==> src/rtl/output_arbiter.sv <==
// Round-robin arbiter that hands the single output handler to one response source at a time.
// Optional WAIT watchdog is built only when OUTPUT_ARB_TIMEOUT_EN is defined.
module output_arbiter #(
  parameter int NUM_REQ = 2,
  parameter int TIMEOUT = 65535
) (
  input  logic                   clk_i,
  input  logic                   rst_i,
  input  logic [NUM_REQ-1:0]     req_i,
  input  logic [NUM_REQ*256-1:0] req_buffer_i,
  input  logic [NUM_REQ*8-1:0]   req_status_i,
  input  logic [NUM_REQ*16-1:0]  req_count_i,
  output logic [NUM_REQ-1:0]     grant_o,
  output logic [NUM_REQ-1:0]     ack_o,
  output logic                   busy_o,
  output logic                   timeout_o,
  output logic [255:0]           oh_buffer_o,
  output logic [7:0]             oh_status_o,
  output logic [15:0]            oh_count_o,
  output logic                   oh_begin_o,
  input  logic                   oh_finished_i
);

  localparam int LG = (NUM_REQ > 1) ? $clog2(NUM_REQ) : 1;

  localparam logic [2:0] IDLE  = 3'd0;
  localparam logic [2:0] LOAD  = 3'd1;
  localparam logic [2:0] START = 3'd2;
  localparam logic [2:0] WAIT  = 3'd3;
  localparam logic [2:0] DONE  = 3'd4;

  if (NUM_REQ < 1 || NUM_REQ > 4 || TIMEOUT < 1 || TIMEOUT > 65535) begin : g_param_err
    $error("output_arbiter: parameter out of range");
  end

  logic [255:0] src_buf [NUM_REQ];
  logic [7:0]   src_st  [NUM_REQ];
  logic [15:0]  src_cnt [NUM_REQ];

  for (genvar i = 0; i < NUM_REQ; i++) begin : g_src
    assign src_buf[i] = req_buffer_i[i*256 +: 256];
    assign src_st[i]  = req_status_i[i*8 +: 8];
    assign src_cnt[i] = req_count_i[i*16 +: 16];
  end

  logic [2:0]         state_q, state_d;
  logic [LG-1:0]      sel_q, sel_d, last_q, last_d, win_idx;
  logic [NUM_REQ-1:0] grant_q, grant_d;
  logic [255:0]       oh_buffer_q, oh_buffer_d;
  logic [7:0]         oh_status_q, oh_status_d;
  logic [15:0]        oh_count_q, oh_count_d;
  logic               wait_expired;

  // Scan offsets high-to-low so the nearest requester above last_q wins.
  always_comb begin
    win_idx = '0;
    for (int k = NUM_REQ; k >= 1; k--) begin
      if (req_i[(int'(last_q) + k) % NUM_REQ]) win_idx = LG'((int'(last_q) + k) % NUM_REQ);
    end
  end

  always_comb begin
    state_d     = state_q;
    sel_d       = sel_q;
    last_d      = last_q;
    grant_d     = grant_q;
    oh_buffer_d = oh_buffer_q;
    oh_status_d = oh_status_q;
    oh_count_d  = oh_count_q;
    case (state_q)
      IDLE: if (|req_i) begin
        state_d = LOAD;
        sel_d   = win_idx;
        grant_d = NUM_REQ'(1) << win_idx;
      end
      LOAD: begin
        oh_buffer_d = src_buf[sel_q];
        oh_status_d = src_st[sel_q];
        // Payload holds 32 bytes at most.
        oh_count_d  = (src_cnt[sel_q] > 16'd32) ? 16'd32 : src_cnt[sel_q];
        state_d     = (src_cnt[sel_q] == 16'd0) ? DONE : START;
      end
      START: state_d = WAIT;
      WAIT:  if (oh_finished_i || wait_expired) state_d = DONE;
      DONE: begin
        state_d = IDLE;
        last_d  = sel_q;
        grant_d = '0;
      end
      default: state_d = IDLE;
    endcase
  end

  always_ff @(posedge clk_i or negedge rst_i) begin
    if (!rst_i) begin
      state_q     <= IDLE;
      sel_q       <= '0;
      last_q      <= LG'(NUM_REQ - 1);
      grant_q     <= '0;
      oh_buffer_q <= '0;
      oh_status_q <= '0;
      oh_count_q  <= '0;
    end else begin
      state_q     <= state_d;
      sel_q       <= sel_d;
      last_q      <= last_d;
      grant_q     <= grant_d;
      oh_buffer_q <= oh_buffer_d;
      oh_status_q <= oh_status_d;
      oh_count_q  <= oh_count_d;
    end
  end

`ifdef OUTPUT_ARB_TIMEOUT_EN
  logic [15:0] wcnt_q;
  logic        to_q;

  assign wait_expired = (state_q == WAIT) && !oh_finished_i && (wcnt_q == 16'(TIMEOUT - 1));

  // Counter restarts in START so it reads 0 on the first WAIT cycle.
  always_ff @(posedge clk_i or negedge rst_i) begin
    if (!rst_i) begin
      wcnt_q <= '0;
      to_q   <= 1'b0;
    end else begin
      if (state_q == START)     wcnt_q <= '0;
      else if (state_q == WAIT) wcnt_q <= wcnt_q + 16'd1;
      to_q <= wait_expired;
    end
  end

  assign timeout_o = to_q && (state_q == DONE);
`else
  assign wait_expired = 1'b0;
  assign timeout_o    = 1'b0;
`endif

  assign grant_o     = grant_q;
  assign ack_o       = (state_q == DONE) ? grant_q : '0;
  assign busy_o      = (state_q != IDLE);
  assign oh_begin_o  = (state_q == START);
  assign oh_buffer_o = oh_buffer_q;
  assign oh_status_o = oh_status_q;
  assign oh_count_o  = oh_count_q;

endmodule
==> config.mk <==
export PLATFORM = sky130hd
export DESIGN_NAME = output_arbiter
export DESIGN_NICKNAME = d
export VERILOG_FILES = /design/src/rtl/output_arbiter.sv
export SDC_FILE = /design/constraint.sdc
export NUM_CORES = 1
export LEC_CHECK = 0
export CAP_MARGIN = 20
export CORE_AREA = 2 2 330 332
export CTS_BUF_LIST = sky130_fd_sc_hd__clkbuf_4 sky130_fd_sc_hd__clkbuf_8 sky130_fd_sc_hd__clkbuf_16
export CTS_CLUSTER_SIZE = 40
export DETAILED_ROUTE_END_ITERATION = 7
export DIE_AREA = 0 0 332 334
export PLACE_DENSITY = 0.35
export REMOVE_ABC_BUFFERS = 1
export SLEW_MARGIN = 20
export SYNTH_ARGS = -nofsm -noshare
export SYNTH_HDL_FRONTEND = slang
export SYNTH_SLANG_ARGS = --single-unit
==> constraint.sdc <==
create_clock -name clk_i -period 2.7 [get_ports clk_i]
set_clock_uncertainty 0.05 [all_clocks]
set_input_delay 0.27 -clock clk_i [delete_from_list [all_inputs] [get_ports clk_i]]
set_output_delay 0.27 -clock clk_i [all_outputs]
set_load 0.03 [all_outputs]
After elaboration in Yosys (flattened, before gate mapping)
Cells that the tools add are included.

Bits in registers: 287. Bits of input ports: 565. Output and inout port bits: 287. Logic and storage cells: 56.

Add/sub/neg operators: 2. $lt $le $gt $ge: 4. Equality and inequality tests: 6. Shift-type cells: 1. Multiplexer cells: 25. Bitwise operators: 3. Reduce and logical (&&, ||, !) cells: 8.

Operators with widths (count): $mux W256 (3); $mux W16 (4); $mux W8 (3); $gt A16 B6 Y1 const B (1); $logic_not A16 Y1 (1); $pmux W3 S4 (1); $mux W3 (3); $mux W1 (8); $eq A3 B2 Y1 const B (2); $lt A2 B3 Y1 const B (2); $reduce_and A2 Y1 (3); $mux W2 (2); $ne A2 B2 Y1 const B (2); $pmux W2 S2 (1); $eq A3 B1 Y1 const B (1); $eq A3 B3 Y1 const B (1); $logic_not A3 Y1 (1); $reduce_bool A3 Y1 (1); $add A1 B1 Y1 const B (2); $and A1 B1 Y1 const A (2); $ge A2 B2 Y1 const B (1); $not A1 Y2 (1); $reduce_bool A2 Y1 (1); $reduce_or A2 Y1 (1); $shl A1 B1 Y2 const A (1).

Longest topological paths before layout
Gate-level depths: netlist of run 1.

Depth after elaboration: 10. Gate-level depth with buffers: 8. Mapped depth without buffers: 4.

Worst setup path before layout of run 1
No wires, ideal clock.

Path kind: register -> register. Start: register sel_q. End: register state_q[1]. Library setup time: 0.126 ns. Arrival time: 1.506 ns. Required time: 2.524 ns. Slack: 1.018 ns. Cell stages (with the launch flop): 6. Buffers on the path: 1. Clock period less this slack: 1.682 ns. Path through: dfrtp_1 > buf_6 > or4_4 > o22ai_2 > nand2_1 > o311a_1.

Word-level cells in the longest chain between the ends: 7.

Ends and longest elaborated chain: from (decl) (RTL line 47) `logic [LG-1:0] sel_q, sel_d, last_q, last_d, win_idx;`; from (signal assigned) (RTL line 105) `sel_q <= sel_d;`; $not A1 Y2 (implied by the code) (RTL line 81) `state_d = (src_cnt[sel_q] == 16'd0) ? DONE : START;`; $mux W16 (implied by the code) (3 in a row) (RTL line 81); $logic_not A16 Y1 (RTL line 81); $mux W3 (RTL line 81); $pmux W3 S4 (RTL line 70) `case (state_q)`; to (signal assigned) (RTL line 104) `state_q <= state_d;`; to (decl) (RTL line 46) `logic [2:0] state_q, state_d;`.

Every way passes these cells. The select of a mux whose other input is x is not followed. A chain may end at the register's enable or synchronous reset.

Worst setup path after layout of run 1
Start: register state_q[1]. End: output ack_o[1].

Word-level cells in the longest chain between the ends: 2.

Ends and longest elaborated chain: $eq A3 B3 Y1 (RTL line 139) `assign ack_o = (state_q == DONE) ? grant_q : '0;`; $mux W2 (RTL line 139); to (decl) (RTL line 14) `output logic [NUM_REQ-1:0] ack_o,`.

Every way passes these cells.

==> flow_summary.yaml, run 1 <==
clocking:
  clk_pin_slew_ns: 0.06
  clk_latency_ns: 0.56
  cts_tree: "yes"
  clockBufferDepth: 3
  postCtsSetupBuffers: 0
  htreeDepth: 2
  cts_buffers: 39
  clock_sinks: 287
  root_buffer: "clkbuf_16"
cells_and_area:
  fillers: 11628
  final_layout_size_suffix_gt1_frac: 0.0642
  final_cells: 3551
  area_growth_pct: 90.7
  final_nets: 2671
global_route:
  grt_pass1_vias: 13226
  grt_overflow: 0
  grt_max_degree: 86
  track_usage: 0.108
  antenna_found_initial: 6
  grt_pass1_wl_um: 89300
critical_path:
  r2r_slack_ns: 0.63
  crit_arrival_ns: 2.25
  cp_max_fo: 12
  path_buf_inv: 1
  timing.rr.end: "oh_count_o[2]$_DFFE_PN0P_"
  path_cells: "nor2_2 > and3_1 > clkdlybuf4s50_1"
  cp_num_cells: 3
  crit_required_ns: 2.38
  cp_top_family: "buffers and inverters"
  reg2reg_from: "sel_q$_DFFE_PN0P_"
  path_class: "flop to output pin"
  slowest_delay_ns: 0.68
  endpoint: "ack_o[1]"
  setup.worst_path.start: "state_q[1]$_DFFE_PN0P_"
  critPathLaunchType: "flop"
  reg2regPathDepth: 4
  end_kind: "output pin"
  cp_slowest_cell: "clkdlybuf4s50_1"
place:
  gp_congestion: 0.794
  dpl.hpwl_um: 49600
  io_buffer_count: 850
  post-place-cells: 3478
synthesis:
  synth_top_area_frac: 0.548
  synth.distinct_cells: 35
  ys_warn_count: 0
  syn_area_per_cell_sq_um: 10.4
  synthTopCellsByArea: "dfrtp_1, mux2i_1, o21ai_0"
  synth-seq-cells: 287
  synth_enable_flop_cells: 0
  synth_area_sq_um: 13100
  synth_cells: 1250
  synth_top_cell_by_area: "dfrtp_1"
  synthArstFlopShare: 1.00
  synth_ff_type: "dfrtp_1"
  yosysSeqAreaShare: 0.550
min_path:
  hold_path_class: "primary input to flop"
sta:
  final_max_slew_viol_count: 0
  finalCriticalPeriod_ns: 2.57
  fmax_mhz: 390
  tightest_slew_ns: 0.846
  slew_headroom: 0.436
  rsz0062_at_grt: "no"
  holdWs_ns: 0.273
  min_period_over_period: 0.951
  setup_violations: 0
  hold_viol: 0
detailed_routing:
  antenna_left: 0
  drc_errors: 0
  vias: 12292
  drt-initial-drc-count: 385
  post_drt_wl_per_cell_um: 17.3
  drtPass1Iterations: 4
  vias_per_cell: 3.46
  routed_wl_um: 61500
power:
  p_comb_frac: 0.532
  power_frac_seq: 0.273
  p_clk_frac: 0.195
  peakVddDrop_uv: 411
  internal_power_mw: 15.7
  power_density_nw_per_um2: 1110
  p_switching_mw: 12.0
  power_switching_share: 0.433
  leakage_nw: 11.4
floorplan:
  ioPinCount: 852
  die_w_um: 332
  initial_core_util: 0.121
  die_area_sq_um: 111000
  core_area_sq_um: 108000
  fp.dieH_um: 334
  rows: 121
status:
  status: "finished clean"
flow_run:
  cap_violations: 0
per-stage QoR:
step | TNS [ns] | util | power, mW | setup WS [ns] | instance area (sq um)
6_report | 0 | 0.231 | 27.7 | 0.133 | 24900
5_1_grt | 0 | 0.231 | 29.6 | 0.00791 | 24900
4_1_cts | 0 | 0.231 | 28.4 | 0.0630 | 24900
3_5_place_dp | 0 | 0.218 | 22.7 | 0.594 | 23500
3_3_place_gp | 0 | 0.218 | 22.6 | 0.606 | 23500
2_1_floorplan | -1905.01 | - | 14.6 | -7.66 | 12600
routing by layer:
metal	vias up	track usage	wire, um
met3	69	0.0361	4780
met5	-	0	0
met1	5702	0.116	22900
li1	6046	-	-
met4	0	0.0351	1470
met2	475	0.198	32400
synth_stat cells (all sizes together) (2+ instances only):
| cell | n |
|---|---|
| clkbuf | 45 |
| nor2 | 7 |
| buf | 50 |
| o41ai | 4 |
| and3 | 4 |
| and2 | 11 |
| mux2i | 270 |
| nor3 | 3 |
| o31ai | 2 |
| nor4 | 3 |
| nand2 | 274 |
| mux2 | 2 |
| inv | 2 |
| a21oi | 3 |
| o21ai | 269 |
| dfrtp | 286 |
flip-flops by register name (all words and copies together), names as in the netlist:
register     flops
grant_o          2
last_q           1
oh_buffer_o    256
oh_count_o      16
oh_status_o      8
sel_q            1
state_q          3
power by group through the flow:
stage / clock [mW] / sequential [mW] / combinational, mW
6_report: 5.42 / 7.55 / 14.7
3_3_place_gp: 0 / 7.56 / 15.1
4_1_cts: 5.72 / 7.60 / 15.1
2_1_floorplan: 0 / 11.6 / 3.01
5_1_grt: 5.87 / 7.85 / 15.9
3_5_place_dp: 0 / 7.63 / 15.1
tightest hold or removal path, cell delays in order:
cell and delay, ns:
clkdlybuf4s50_1 0.39, mux2i_1 0.11, o21ai_0 0.08
repair_timing:
action                                  4_1_cts  5_1_grt
endpoints found under the setup margin        2        0
hold buffers                                  1        0
gates resized for setup                       1        0
endpoints found under the hold margin        66        0
cells in the final DEF, fill, tap and decap left out, types with 3 or more instances in the layout:
cell             Yosys  final
clkdlybuf4s50_1      0    849
dfrtp_1            286    285
nand2_1            274    273
mux2i_1            270    270
o21ai_0            269    269
buf_4                1     45
clkbuf_16            0     41
buf_12               0     14
and2_1              11     11
clkbuf_8             0     10
clkbuf_4             0      9
nor2_1               7      6
diode_2              0      4
and3_1               4      4
o41ai_1              4      4
nor4_1               3      3
nor3_1               3      3
how the worst min path moves through the flow:
stage | startpoint | endpoint | slack, ns | depth (start not counted)
floorplan | rst_i | grant_o[0]$_DFFE_PN0P_ | -0.08 | 0
global placement | rst_i | sel_q$_DFFE_PN0P_ | 0.33 | 1
detailed placement | rst_i | oh_buffer_o[89]$_DFFE_PN0P_ | 0.35 | 1
CTS | req_buffer_i[138] | oh_buffer_o[138]$_DFFE_PN0P_ | 0.21 | 3
global route | req_buffer_i[318] | oh_buffer_o[62]$_DFFE_PN0P_ | 0.25 | 3
finish | req_buffer_i[138] | oh_buffer_o[138]$_DFFE_PN0P_ | 0.27 | 3
final cells by class:
type / instances / area (sq um) / area share
Inverter: 2 / 7.51 / 0.000301
Antenna cell: 4 / 10.0 / 0.000402
Tap cell: 1414 / 1770 / 0.0711
Clock buffer: 60 / 1230 / 0.0494
Timing Repair Buffer: 910 / 9140 / 0.367
Clock inverter: 8 / 104 / 0.00417
Multi-Input combinational cell: 866 / 5450 / 0.219
Sequential cell: 287 / 7190 / 0.289
cells by family (layout without fill, tap and decap cells):
logic type / after synthesis / count (layout) / share of synthesized area
muxes: 272 / 272 / 0.209
other: 1 / 5 / 0.000287
AOI/OAI and AO/OA: 283 / 283 / 0.112
DFF: 287 / 287 / 0.550
buffers and inverters: 97 / 980 / 0.0332
and+or+nand+nor: 310 / 310 / 0.0954
Note: power is estimated with default switching activity, not from simulation.
==> run 2: changes to the inputs <==
--- a/config.mk
+++ b/config.mk
@@ -6,12 +6,12 @@
 export NUM_CORES = 1
 export LEC_CHECK = 0
 export CAP_MARGIN = 20
-export CORE_AREA = 2 2 330 332
+export CORE_AREA = 2 2 332 334
 export CTS_BUF_LIST = sky130_fd_sc_hd__clkbuf_4 sky130_fd_sc_hd__clkbuf_8 sky130_fd_sc_hd__clkbuf_16
 export CTS_CLUSTER_SIZE = 40
 export DETAILED_ROUTE_END_ITERATION = 7
-export DIE_AREA = 0 0 332 334
-export PLACE_DENSITY = 0.35
+export DIE_AREA = 0 0 334 336
+export PLACE_DENSITY = 0.34
 export REMOVE_ABC_BUFFERS = 1
 export SLEW_MARGIN = 20
 export SYNTH_ARGS = -nofsm -noshare
==> run 2 against run 1 <==
Compared with the run above: register-to-register slack worse by 0.23 ns; critical path depth is the same; critical path type unchanged; count of clock-buffer cells in the layout unchanged; sequential cell count unchanged; maximum frequency rose by 0.95%; via count decreased by 0.93%.
==> flow_summary.yaml, run 2 (synthesis results as in run 1) <==
status:
  status: "finished clean"
global_route:
  grt_max_degree: 103
  grt_pass1_vias: 13287
  antenna_found_initial: 7
  grt_overflow: 0
  grt_pass1_wl_um: 91200
  track_usage: 0.110
place:
  io_buffer_count: 850
  post-place-cells: 3475
  gp_congestion: 0.786
  dpl.hpwl_um: 51900
power:
  peakVddDrop_uv: 399
  p_switching_mw: 12.0
  power_density_nw_per_um2: 1120
  internal_power_mw: 15.8
  power_mw: 27.8
  p_comb_frac: 0.533
  power_switching_share: 0.433
  leakage_nw: 11.4
  p_clk_frac: 0.195
  power_frac_seq: 0.271
critical_path:
  crit_arrival_ns: 2.22
  end_kind: "output pin"
  cp_slowest_cell: "clkdlybuf4s50_1"
  path_class: "flop to output pin"
  cp_max_fo: 12
  critPathLaunchType: "flop"
  crit_required_ns: 2.38
  path_cells: "nor2_2 > and3_1 > clkdlybuf4s50_1"
  slowest_delay_ns: 0.70
cells_and_area:
  final_nets: 2670
  final_cells: 3548
  final_layout_size_suffix_gt1_frac: 0.0638
  layout_common_cells: "clkdlybuf4s50_1, dfrtp_1, nand2_1"
  fillers: 11715
  area_growth_pct: 90.3
  multi_input_area_sq_um: 5450
  utilization: 0.229
  final_common_cell: "clkdlybuf4s50_1"
  seqCellArea_sq_um: 7190
  largest_reg_flops: 256
detailed_routing:
  routed_wl_um: 64100
  vias_per_cell: 3.43
  drt-initial-drc-count: 335
  antenna_left: 0
  vias: 12178
  post_drt_wl_per_cell_um: 18.1
  drc_errors: 0
  drtPass1Iterations: 4
clocking:
  cts_tree: "yes"
  htreeDepth: 2
  clk_latency_ns: 0.56
  clk_pin_slew_ns: 0.05
  clockBufferDepth: 3
  root_buffer: "clkbuf_16"
  clock_sinks: 287
  cts_buffers: 41
floorplan:
  ioPinCount: 852
  die_w_um: 334
  fp.dieH_um: 336
  rows: 121
  die_area_sq_um: 112000
  core_area_sq_um: 108000
  initial_core_util: 0.120
sta:
  rsz0062_at_grt: "no"
  tightest_slew_ns: 0.769
  fmax_mhz: 393
  holdWs_ns: 0.245
  final_max_slew_viol_count: 0
  hold_viol: 0
  setup_violations: 0
  min_period_over_period: 0.942
  finalCriticalPeriod_ns: 2.54
  slew_headroom: 0.487
min_path:
  hold_path_class: "primary input to async pin"
flow_run:
  cap_violations: 0
run 2: final timing paths:
path,cells after the start,slack [ns],start,to
worst max-delay path,3,0.16,state_q[1]$_DFFE_PN0P_,ack_o[1]
worst min-delay path,2,0.25,rst_i,oh_buffer_o[117]$_DFFE_PN0P_
worst max register to register,4,0.40,sel_q$_DFFE_PN0P_,oh_buffer_o[190]$_DFFE_PN0P_
max in group asynchronous,3,1.55,rst_i,oh_buffer_o[26]$_DFFE_PN0P_
min in group clk_i,3,0.27,req_buffer_i[97],oh_buffer_o[97]$_DFFE_PN0P_
worst min register to register,2,0.43,oh_buffer_o[164]$_DFFE_PN0P_,oh_buffer_o[164]$_DFFE_PN0P_
run 2: cell type report:
type	count	area share
inverters	2	0.000302
diodes	2	0.000201
repair buffers	907	0.366
clock inverters	10	0.00503
multi-input cells	866	0.219
flip-flops and latches	287	0.289
clock buffers	60	0.0488
well taps	1414	0.0712
run 2: routing by layer:
layer  track usage  wire [um]
met1         0.116      23300
met2         0.205      34100
met3        0.0400       5290
met4        0.0280       1390
met5             0         24
run 2: power by group through the flow:
stage          combinational [mW]  clock, mW  sequential (mW)
6_report                     14.8       5.43             7.54
5_1_grt                      16.0       5.89             7.82
4_1_cts                      15.2       5.73             7.58
3_5_place_dp                 15.2          0             7.60
3_3_place_gp                 15.2          0             7.56
2_1_floorplan                3.01          0             11.6
run 2: what timing repair did:
action	in CTS	in global routing
setup buffers	0	0
resized for setup	1	0
hold endpoints to repair	62	0
setup endpoints to repair	1	0
hold buffers	1	0
run 2: through the flow:
stage	worst slack [ns]	setup TNS, ns	instance area [sq um]
6_report	0.157	0	24900
3_3_place_gp	0.370	0	23500
2_1_floorplan	-7.66	-1905.01	12600
3_5_place_dp	0.345	0	23500
5_1_grt	0.0548	0	24900
4_1_cts	0.0976	0	24800
run 2: critical path: cells and delay by family, from the launching register on:
| kind | cells | cell delay, ns |
|---|---|---|
| flops | 1 | 0.49 |
| buf+inv | 1 | 0.70 |
| simple gates | 2 | 0.47 |
==> variant (config.mk and constraints of run 1) <==
Change the parameter `NUM_REQ` from 2 to 1.
--- a/src/rtl/output_arbiter.sv
+++ b/src/rtl/output_arbiter.sv
@@ -3,3 +3,3 @@
 module output_arbiter #(
-  parameter int NUM_REQ = 2,
+  parameter int NUM_REQ = 1,
   parameter int TIMEOUT = 65535
Interface: changed (6 resized); port bits go from 852 to 569. No check against the original RTL was run, so the function may have changed too.
==> variant against run 1 <==
- sequential power decreased by 2%
- wire length is 28% lower
- via count shrank 20%
- clock power decreased by 2%
- final cell count fell by 9.6%
- global-route usage decreased by 2.9 points
- design area fell by 22%
- die area is the same
- sequential cell count shrank 3
- setup slack improved by 0.050 ns
- area after synthesis fell by 17%
- power shrank 7.5%
- combinational power decreased by 12%
- critical endpoint is now ack_o
==> variant: results (changes against run 1) <==
- The clock network area share is 6.70% (was 5.36%).
- The layout buffer count excluding clock buffers came to 601 (was 910).
- Synth area leaders: dfrtp_1, nand2_1, buf_6, buf_2, buf_4 (was dfrtp_1, mux2i_1, o21ai_0, nand2_1, buf_2).
- The number of clock buffers in the layout is 54 (was 60).
- Top cells by instance count after synthesis: nand2_1, dfrtp_1, buf_6, buf_2, clkbuf_1 (was dfrtp_1, nand2_1, mux2i_1, o21ai_0, buf_2).
- The layout inverter count without the clock tree is 0 (was 2).
- The share of the yosys chip area belonging to registers is 65.5% (was 55.0%).
- The share of the synthesized area in compound gates (AO/OA/AOI/OAI) is 0.565% (was 11.2%).
- The buffering overhead was 30.9% (was 36.7%).
- The via count of the first global-routing pass is 10,600 (was 13,200).
- The register fraction of the total cell area is 36.5% (was 28.9%).
- The layout filler cell count is 12,000 (was 11,600).
- The remaining max-slew budget at the tightest pin was 54.2% (was 43.6%).
- The maximum fanout along the worst path is 9 (was 12).
- The number of antenna violations at the first check in global routing is 4 (was 6).
- Outcome: complete, no violations (unchanged).
- The cell leakage power is 8.88 nW (was 11.4 nW).
- The area of placed instances came to 0.0182 mm2 (was 0.0235 mm2).
- The critical path arrival is 2.20 ns (was 2.25 ns).
- The placed cell count was 3,141 (was 3,478).
- The flip-flop and latch count after synthesis is 284 (was 287).
- The area taken by multi-input logic gates was 0.00327 mm2 (was 0.00545 mm2).
- The area overhead of the layout relative to synthesis came to 79.5% (was 90.7%).
- The number of design-rule violations left by the first detailed-router iteration was 403 (was 385).
- The worst hold slack is 0.172 ns (was 0.273 ns).
- The count of non-filler cells in the finished layout was 3,210 (was 3,551).
- The half-perimeter wire length after placement was 32,900 um (was 49,600 um).
- The largest net degree at the start of global routing is 90 (was 86).
- The count of instances resized after the clock tree is built is 0 (was 1).
- The reg-to-reg setup timing slack is 0.75 ns (was 0.63 ns).
- The first-pass GRT wire length came to 67,400 um (was 89,300 um).
- The aggregate routed wire length is 44,600 um (was 61,500 um).
==> variant: critical path: stages (launching register included) <==
cell and delay [ns]:
dfrtp_1 0.46, nor2_1 0.25, and3_1 0.20, clkdlybuf4s50_1 0.72
==> variant: path summary, 6_finish.rpt <==
| kind | startpoint | endpoint |
|---|---|---|
| worst min-delay path | req_buffer_i[250] | oh_buffer_o[250] |
| worst max-delay path | state_q[1] | ack_o |
| worst max register to register | state_q[1] | state_q[2] |
| worst min register to register | oh_buffer_o[104] | oh_buffer_o[104] |
| max in group asynchronous | rst_i | oh_buffer_o[170] |
| min in group asynchronous | rst_i | oh_buffer_o[163] |
==> variant: power by group <==
group	total (W)	leakage (nW)	internal (W)	switching (W)
logic	0.0129	4.71	0.00497	0.00796
clock network	0.00529	0.649	0.00324	0.00204
registers	0.00740	3.52	0.00628	0.00113
==> variant: metal layers <==
layer  GRT usage [%]  wire length [um]
met5               0                25
met2            13.4             21500
met1            8.69             17400
met4            2.62              1080
met3            3.80              4620
